File: src/rtl/multicycle_controller.sv
// Multi-cycle MIPS control unit: owns the instruction register, fetches and
// accesses data memory over req/ack ports, and drives the datapath selects.
module multicycle_controller (
  input  logic        clk,
  input  logic        reset,
  output logic        imem_req,
  input  logic        imem_ack,
  input  logic [31:0] imem_rdata,
  output logic [31:0] instr,
  output logic        pc_en,
  output logic [1:0]  pcsel,
  output logic [1:0]  wasel,
  output logic [1:0]  wdsel,
  output logic [1:0]  asel,
  output logic        sext,
  output logic        bsel,
  output logic [4:0]  alufn,
  output logic        wr,
  output logic        werf,
  input  logic        Z,
  output logic        dmem_req,
  input  logic        dmem_ack,
  output logic        illegal,
  output logic [31:0] retired
);
  localparam logic [4:0] ALU_ADD = 5'b00001;
  localparam logic [4:0] ALU_SUB = 5'b10001;
  localparam logic [4:0] ALU_AND = 5'b00100;
  localparam logic [4:0] ALU_OR  = 5'b00110;
  localparam logic [4:0] ALU_SLT = 5'b10011;
  localparam logic [4:0] ALU_SLL = 5'b01000;
  localparam logic [4:0] ALU_SRL = 5'b01010;

  typedef enum logic [2:0] {FETCH, DECODE, EXEC, MEM, TRAP} state_t;
  state_t state, next_state;

  logic [5:0] op, funct;
  logic [1:0] d_pcsel, d_wasel, d_wdsel, d_asel;
  logic       d_sext, d_bsel, d_wf, d_branch, d_bne, d_mem, d_sw, d_illegal;
  logic [4:0] d_alufn;

  logic [1:0] pcsel_q;
  logic       wf_q, branch_q, bne_q, sw_q;

  assign op    = instr[31:26];
  assign funct = instr[5:0];

  always_comb begin
    d_pcsel = '0; d_wasel = '0; d_wdsel = '0; d_asel = '0;
    d_sext = 1'b0; d_bsel = 1'b0; d_alufn = '0; d_wf = 1'b0;
    d_branch = 1'b0; d_bne = 1'b0; d_mem = 1'b0; d_sw = 1'b0; d_illegal = 1'b0;
    case (op)
      6'h00: begin
        d_wdsel = 2'b01;
        d_wf    = 1'b1;
        case (funct)
          6'h20: d_alufn = ALU_ADD;
          6'h22: d_alufn = ALU_SUB;
          6'h24: d_alufn = ALU_AND;
          6'h25: d_alufn = ALU_OR;
          6'h2A: d_alufn = ALU_SLT;
          6'h00: begin d_asel = 2'b01; d_alufn = ALU_SLL; end
          6'h02: begin d_asel = 2'b01; d_alufn = ALU_SRL; end
          6'h08: begin d_pcsel = 2'b11; d_wdsel = '0; d_wf = 1'b0; end
          default: begin d_illegal = 1'b1; d_wdsel = '0; d_wf = 1'b0; end
        endcase
      end
      6'h08, 6'h0A: begin
        d_sext = 1'b1; d_bsel = 1'b1; d_wasel = 2'b01; d_wdsel = 2'b01; d_wf = 1'b1;
        d_alufn = (op == 6'h08) ? ALU_ADD : ALU_SLT;
      end
      6'h0C, 6'h0D: begin
        d_bsel = 1'b1; d_wasel = 2'b01; d_wdsel = 2'b01; d_wf = 1'b1;
        d_alufn = (op == 6'h0C) ? ALU_AND : ALU_OR;
      end
      6'h0F: begin
        d_asel = 2'b10; d_bsel = 1'b1; d_alufn = ALU_SLL;
        d_wasel = 2'b01; d_wdsel = 2'b01; d_wf = 1'b1;
      end
      6'h23: begin
        d_sext = 1'b1; d_bsel = 1'b1; d_alufn = ALU_ADD;
        d_wasel = 2'b01; d_wdsel = 2'b10; d_wf = 1'b1; d_mem = 1'b1;
      end
      6'h2B: begin
        d_sext = 1'b1; d_bsel = 1'b1; d_alufn = ALU_ADD; d_mem = 1'b1; d_sw = 1'b1;
      end
      6'h04, 6'h05: begin
        d_alufn = ALU_SUB; d_sext = 1'b1; d_branch = 1'b1; d_bne = (op == 6'h05);
      end
      6'h02: d_pcsel = 2'b10;
      6'h03: begin d_pcsel = 2'b10; d_wasel = 2'b10; d_wf = 1'b1; end
      default: d_illegal = 1'b1;
    endcase
  end

  always_ff @(posedge clk or posedge reset) begin
    if (reset) state <= FETCH;
    else       state <= next_state;
  end

  always_comb begin
    next_state = state;
    case (state)
      FETCH:   if (imem_ack) next_state = DECODE;
      DECODE:  next_state = d_illegal ? TRAP : (d_mem ? MEM : EXEC);
      EXEC:    next_state = FETCH;
      MEM:     if (dmem_ack) next_state = FETCH;
      TRAP:    next_state = TRAP;
      default: next_state = FETCH;
    endcase
  end

  always_comb begin
    imem_req = (state == FETCH) && !reset;
    dmem_req = (state == MEM);
    wr       = (state == MEM) && sw_q;
    pc_en    = (state == EXEC) || ((state == MEM) && dmem_ack);
    werf     = pc_en && wf_q;
    // Branch decision needs the live Z flag, so it bypasses the registered select.
    pcsel    = ((state == EXEC) && branch_q) ? {1'b0, Z ^ bne_q} : pcsel_q;
  end

  always_ff @(posedge clk or posedge reset) begin
    if (reset) begin
      instr    <= '0;
      illegal  <= 1'b0;
      retired  <= '0;
      pcsel_q  <= '0;
      wasel    <= '0;
      wdsel    <= '0;
      asel     <= '0;
      sext     <= 1'b0;
      bsel     <= 1'b0;
      alufn    <= '0;
      wf_q     <= 1'b0;
      branch_q <= 1'b0;
      bne_q    <= 1'b0;
      sw_q     <= 1'b0;
    end else begin
      if (state == FETCH && imem_ack) instr <= imem_rdata;
      if (state == DECODE) begin
        pcsel_q  <= d_pcsel;
        wasel    <= d_wasel;
        wdsel    <= d_wdsel;
        asel     <= d_asel;
        sext     <= d_sext;
        bsel     <= d_bsel;
        alufn    <= d_alufn;
        wf_q     <= d_wf;
        branch_q <= d_branch;
        bne_q    <= d_bne;
        sw_q     <= d_sw;
        if (d_illegal) illegal <= 1'b1;
      end
      if (pc_en) retired <= retired + 32'd1;
    end
  end
endmodule

File: config.mk
export PLATFORM = sky130hd
export DESIGN_NAME = multicycle_controller
export DESIGN_NICKNAME = d
export VERILOG_FILES = /design/src/rtl/multicycle_controller.sv
export SDC_FILE = /design/constraint.sdc
export NUM_CORES = 1
export LEC_CHECK = 0
export ABC_AREA = 1
export CORE_MARGIN = 2
export CORE_UTILIZATION = 44
export DETAILED_ROUTE_END_ITERATION = 7
export GPL_ROUTABILITY_DRIVEN = 0
export PLACE_DENSITY = 0.77
export SLEW_MARGIN = 30
export SYNTH_ARGS = -nofsm -noshare
export SYNTH_HDL_FRONTEND = slang
export SYNTH_SLANG_ARGS = --single-unit
File: constraint.sdc
create_clock -name clk -period 2.3 [get_ports clk]
set_input_delay 0.23 -clock clk [delete_from_list [all_inputs] [get_ports clk]]
set_output_delay 0.23 -clock clk [all_outputs]
set_load 0.03 [all_outputs]
Word level (Yosys, flattened, before mapping)
Index checks and enable logic that the tools add are counted.
{"block": "totals", "ff_bits": 87, "latchBits": 0, "mem_bits_rw": 0, "romBits": 0, "in_bits": 37, "elab_cells": 95, "n_memories": 0}
{"block": "classes", "add_sub_neg": 1, "mul": 0, "div": 0, "order_cmp": 0, "n_eq_ne": 24, "n_shift": 0, "n_mux": 27, "bitwise": 1, "n_reduce_logical": 27}
{"op": "$eq 6x6->1 const B", "count": 7}
{"op": "$eq 6x4->1 const B", "count": 6}
{"op": "$pmux 5 s7", "count": 1}
{"op": "$add 32x1->32 const B", "count": 1}
{"op": "$pmux 5 s6", "count": 1}
{"op": "$reduce_or 7->1", "count": 3}
{"op": "$eq 6x2->1 const B", "count": 3}
{"op": "$eq 6x3->1 const B", "count": 2}
{"op": "$logic_not 6->1", "count": 2}
{"op": "$pmux 2 s2", "count": 3}
{"op": "$pmux 3 s4", "count": 1}
{"op": "$reduce_or 2->1", "count": 6}
{"op": "$reduce_or 6->1", "count": 2}
{"op": "$mux 1", "count": 11}
{"op": "$reduce_or 11->1", "count": 1}
{"op": "$mux 3", "count": 3}
{"op": "$reduce_or 8->1", "count": 1}
{"op": "$eq 3x2->1 const B", "count": 2}
{"op": "$logic_and 1x1->1", "count": 6}
{"op": "$mux 2", "count": 3}
{"op": "$pmux 2 s3", "count": 1}
{"op": "$mux 5", "count": 1}
{"op": "$reduce_or 5->1", "count": 1}
{"op": "$pmux 1 s2", "count": 2}
{"op": "9 further kinds", "count": 10}

Logic depth before layout (Yosys ltp)
{"block": "depth", "word_depth": 6, "ltp_mapped": 10, "ltp_nobuf": 10}

Least setup slack after synthesis
Ideal clock, no wire load.
{"block": "synth_path", "kind": "register -> register", "startpoint": "register retired[0]", "endpoint": "register retired[30]", "arrival_time_ns": 1.476, "slack_ns": 0.704, "path_stages_with_launch": 11, "period_less_slack_ns": 1.596, "cell_sequence": "dfrtp_1 -> ha_1 -> inv_1 -> nor2_2 -> nand2_1 -> nor2_1 -> nand2_1 -> nand2_1 -> nand2_1 -> nand2_1 -> nand2_1"}
{"block": "synth_between", "elab_chain_cells": 1}
{"element": "start: declaration", "line": "24", "source": "output logic [31:0] retired"}
{"element": "start signal: assignment", "line": "155", "source": "if (pc_en) retired <= retired + 32'd1;"}
{"element": "$add 32x1->32", "line": "155"}
Every way passes these cells.
A chain may end at the register's enable or synchronous reset.

Worst setup path in the final report
{"block": "layout_path", "startpoint": "register state[2]", "endpoint": "output wr"}
{"block": "layout_between", "elab_chain_cells": 2}
{"element": "start: declaration", "line": "35", "source": "state_t state, next_state;"}
{"element": "start signal: assignment", "line": "98", "source": "else state <= next_state;"}
{"element": "$eq 3x2->1", "line": "116", "source": "wr = (state == MEM) && sw_q;"}
{"element": "$logic_and 1x1->1", "line": "116"}
{"element": "end: declaration", "line": "18", "source": "output logic wr,"}
Every way passes these cells.

==> impl_metrics.tcl <==
set metrics [dict create \
    hold_class "in2async" \
    drv_cap 0 \
    path_delay_family "buffers and inverters" \
    die_w_um 103.7 \
    rsz0062_at_grt "no" \
    slew_viol_final 0 \
    ys.warnings.count 0 \
    syn-cell-area_mm2 0.004370 \
    yosysUniqueCellTypes 30 \
    drt_iter0_markers 201 \
    core_mm2 0.009729 \
    grt_use_met2_pct 34.34 \
    synth_edf_count 0 \
    clk_pin_slew_worst_paths_ns 0.09 \
    synth-seq-cells 87 \
    cts_resized 2 \
    synth_commonest_cells "nand2_1 (167), nor2_1 (93), dfrtp_1 (87), inv_1 (48), nand3_1 (37)" \
    grtUsageMet1_pct 27.27 \
    grt_max_degree 47 \
    first_pass_iters 5 \
    ys_seq_area_share_pct 49.81 \
    multiInputGateArea_mm2 0.001962 \
    crit_chain "inv_2 > nand2_2 > nor3b_1 > clkdlybuf4s50_1" \
    crit_buf_inv 2 \
    cts_tree "yes" \
    preCtsSetupSlack_ns 0.3351 \
    die_area_mm2 0.01075 \
    n_antenna_cell 0 \
    register_area_mm2 0.002177 \
    n_fill_cell 894 \
    cts_buffers 9 \
    synth_area_leaders "dfrtp_1 (50%), nand2_1 (14%), nor2_1 (8.0%)" \
    fin_ws_ns 0.1134 \
    grt_pass1_wl_um 19000 \
    crit_slowest_cell "clkdlybuf4s50_1" \
    p_leak_nw 2.624 \
    antenna_found_initial 0 \
    syn_nets 584 \
    fin_nets 711 \
    crit_fanout 4 \
    arrival_ns 1.96 \
    min_period_ns 2.187 \
    synth_top_flop_cell "dfrtp_1" \
    worstPathRequired_ns 2.07 \
    cp-end-kind "output pin" \
    start_util_pct 44.92 \
    cts_max_path_buffers 2 \
    post-route-util_pct 61.01 \
    final-setup-viol-count 0 \
    holdBufCountCts 0 \
    fin_setup_tns_ns 0 \
    crit_type "reg2out" \
    max_slew.worst_pin.slew_ns 0.6471 \
    dp_hpwl_um 8619 \
    drive_above_1_share_pct 7.965 \
    grt.met3_usage_pct 6.482 \
    wirelength_um 11270 \
    drtAntennaViolNets 0 \
    vias 4017 \
    numPortBuffers 121 \
    max_freq_mhz 457.3 \
    slew_headroom_pct 56.70 \
    ios 122 \
    status "complete, no violations" \
    clkSinkCount 87 \
    grt_pass1_vias 4040 \
    final_hold_viol_count 0 \
    yosys.area.top_type "dfrtp_1" \
    synth_most_common_cell "nand2_1" \
    synth.top_cell.area_share_pct 49.81 \
    fin_skew_ns 0.01595 \
    drc 0 \
    overflow 0 \
    vias_per_cell 4.953 \
    area_growth_pct 35.81 \
    syn_avg_cell_area_um2 8.004 \
    synthArstFlopShare_pct 100.0 \
    post_drt_wl_per_cell_um 13.89 \
    min_period_over_period_pct 95.07 \
    start_kind "flop" \
    grt-busiest-layer "met2" \
    p_per_area_mw_per_mm2 1026 \
    grt_usage_pct 21.68 \
    cts_setup_buffers 0 \
    die_h_um 103.7 \
    ir_drop_mv 0.7882 \
    htreeDepth 3 \
    root_buffer "clkbuf_8" \
    max_stage_delay_ns 0.73 \
    row_count 36 \
    syn_inst 546 \
    clkLatencyLatePin_ns 0.36 \
]
## path summary, 6_finish.rpt
path                          startpoint           to  slack, ns  cells after the start
hold reg to reg                  illegal      illegal       0.49                      2
setup / recovery                state[2]           wr       0.11                      4
max in group asynchronous          reset  retired[23]       1.40                      3
setup reg to reg                state[0]    instr[31]       0.34                      5
hold / removal                     reset    instr[29]       0.29                      2
min in group clk           imem_rdata[0]     instr[0]       0.44                      3
## state kept, by name, indices dropped and copies added, names as in the netlist, 2 cells and up
name,flops
wasel,2
instr,32
asel,2
alufn,5
pcsel_q,2
state,3
wdsel,2
retired,32
## metrics by stage
step | total power, mW | instances | cell area, um2 | hold WS [ns]
CTS | 6.137 | 811 | 5936 | 0.2909
floorplan | 3.958 | 546 | 4374 | 0.3805
global placement | 5.039 | 795 | 5753 | 0.4614
detailed placement | 5.098 | 795 | 5753 | 0.4543
global route | 6.441 | 811 | 5936 | 0.3302
finish | 6.087 | 811 | 5936 | 0.2935
## kinds of logic (layout without fill, tap and decap cells)
| kind of cell | after synthesis | count (layout) | share of synthesized area, % |
|---|---|---|---|
| buffers and inverters | 60 | 192 | 5.296 |
| AO/OA/AOI/OAI | 36 | 36 | 4.752 |
| flip-flops | 87 | 87 | 49.81 |
| multiplexers | 20 | 20 | 5.153 |
| AND/OR/NAND/NOR | 322 | 322 | 30.69 |
| adder cells (fa/ha/maj) | 1 | 1 | 0.2862 |
| XOR/XNOR | 20 | 20 | 4.008 |
## cell type report
| cell class | count | area share (%) |
|---|---|---|
| well taps | 133 | 2.804 |
| multi-input cells | 399 | 33.05 |
| flip-flops and latches | 87 | 36.68 |
| repair buffers | 126 | 21.12 |
| clock inverters | 4 | 0.5059 |
| inverters | 50 | 3.225 |
| clock buffers | 12 | 2.614 |
## power breakdown
part | switching, mW | internal, mW | total [mW]
combinational | 1.69 | 1.13 | 2.82
clock | 0.569 | 0.455 | 1.02
sequential | 0.302 | 1.94 | 2.25
## layer usage
metal / routed length [um] / share of wire [%]
met1: 4678 / 42
met2: 5386 / 48
met3: 980 / 8.7
met4: 221 / 2.0
met5: 0 / 0
## worst reg2reg max path: stages (launching register included)
cell     delay, ns
dfrtp_1       0.44
nor2_1        0.28
nand3_2       0.52
buf_4         0.41
nor2_1        0.13
a21oi_1       0.05
## layout by cell type (no fill, tap or decap), types with 6 or more instances in the layout
cell	count
clkdlybuf4s50_1	117
a21oi_1	14
nand4_1	6
nand3_1	37
nor2_1	93
mux2_2	20
xor2_1	10
inv_1	47
buf_4	6
nand2_1	167
xnor2_1	10
nand3b_1	6
dfrtp_1	87
o21ai_0	15
clkbuf_8	11
Power figures use the tool's default switching activity.
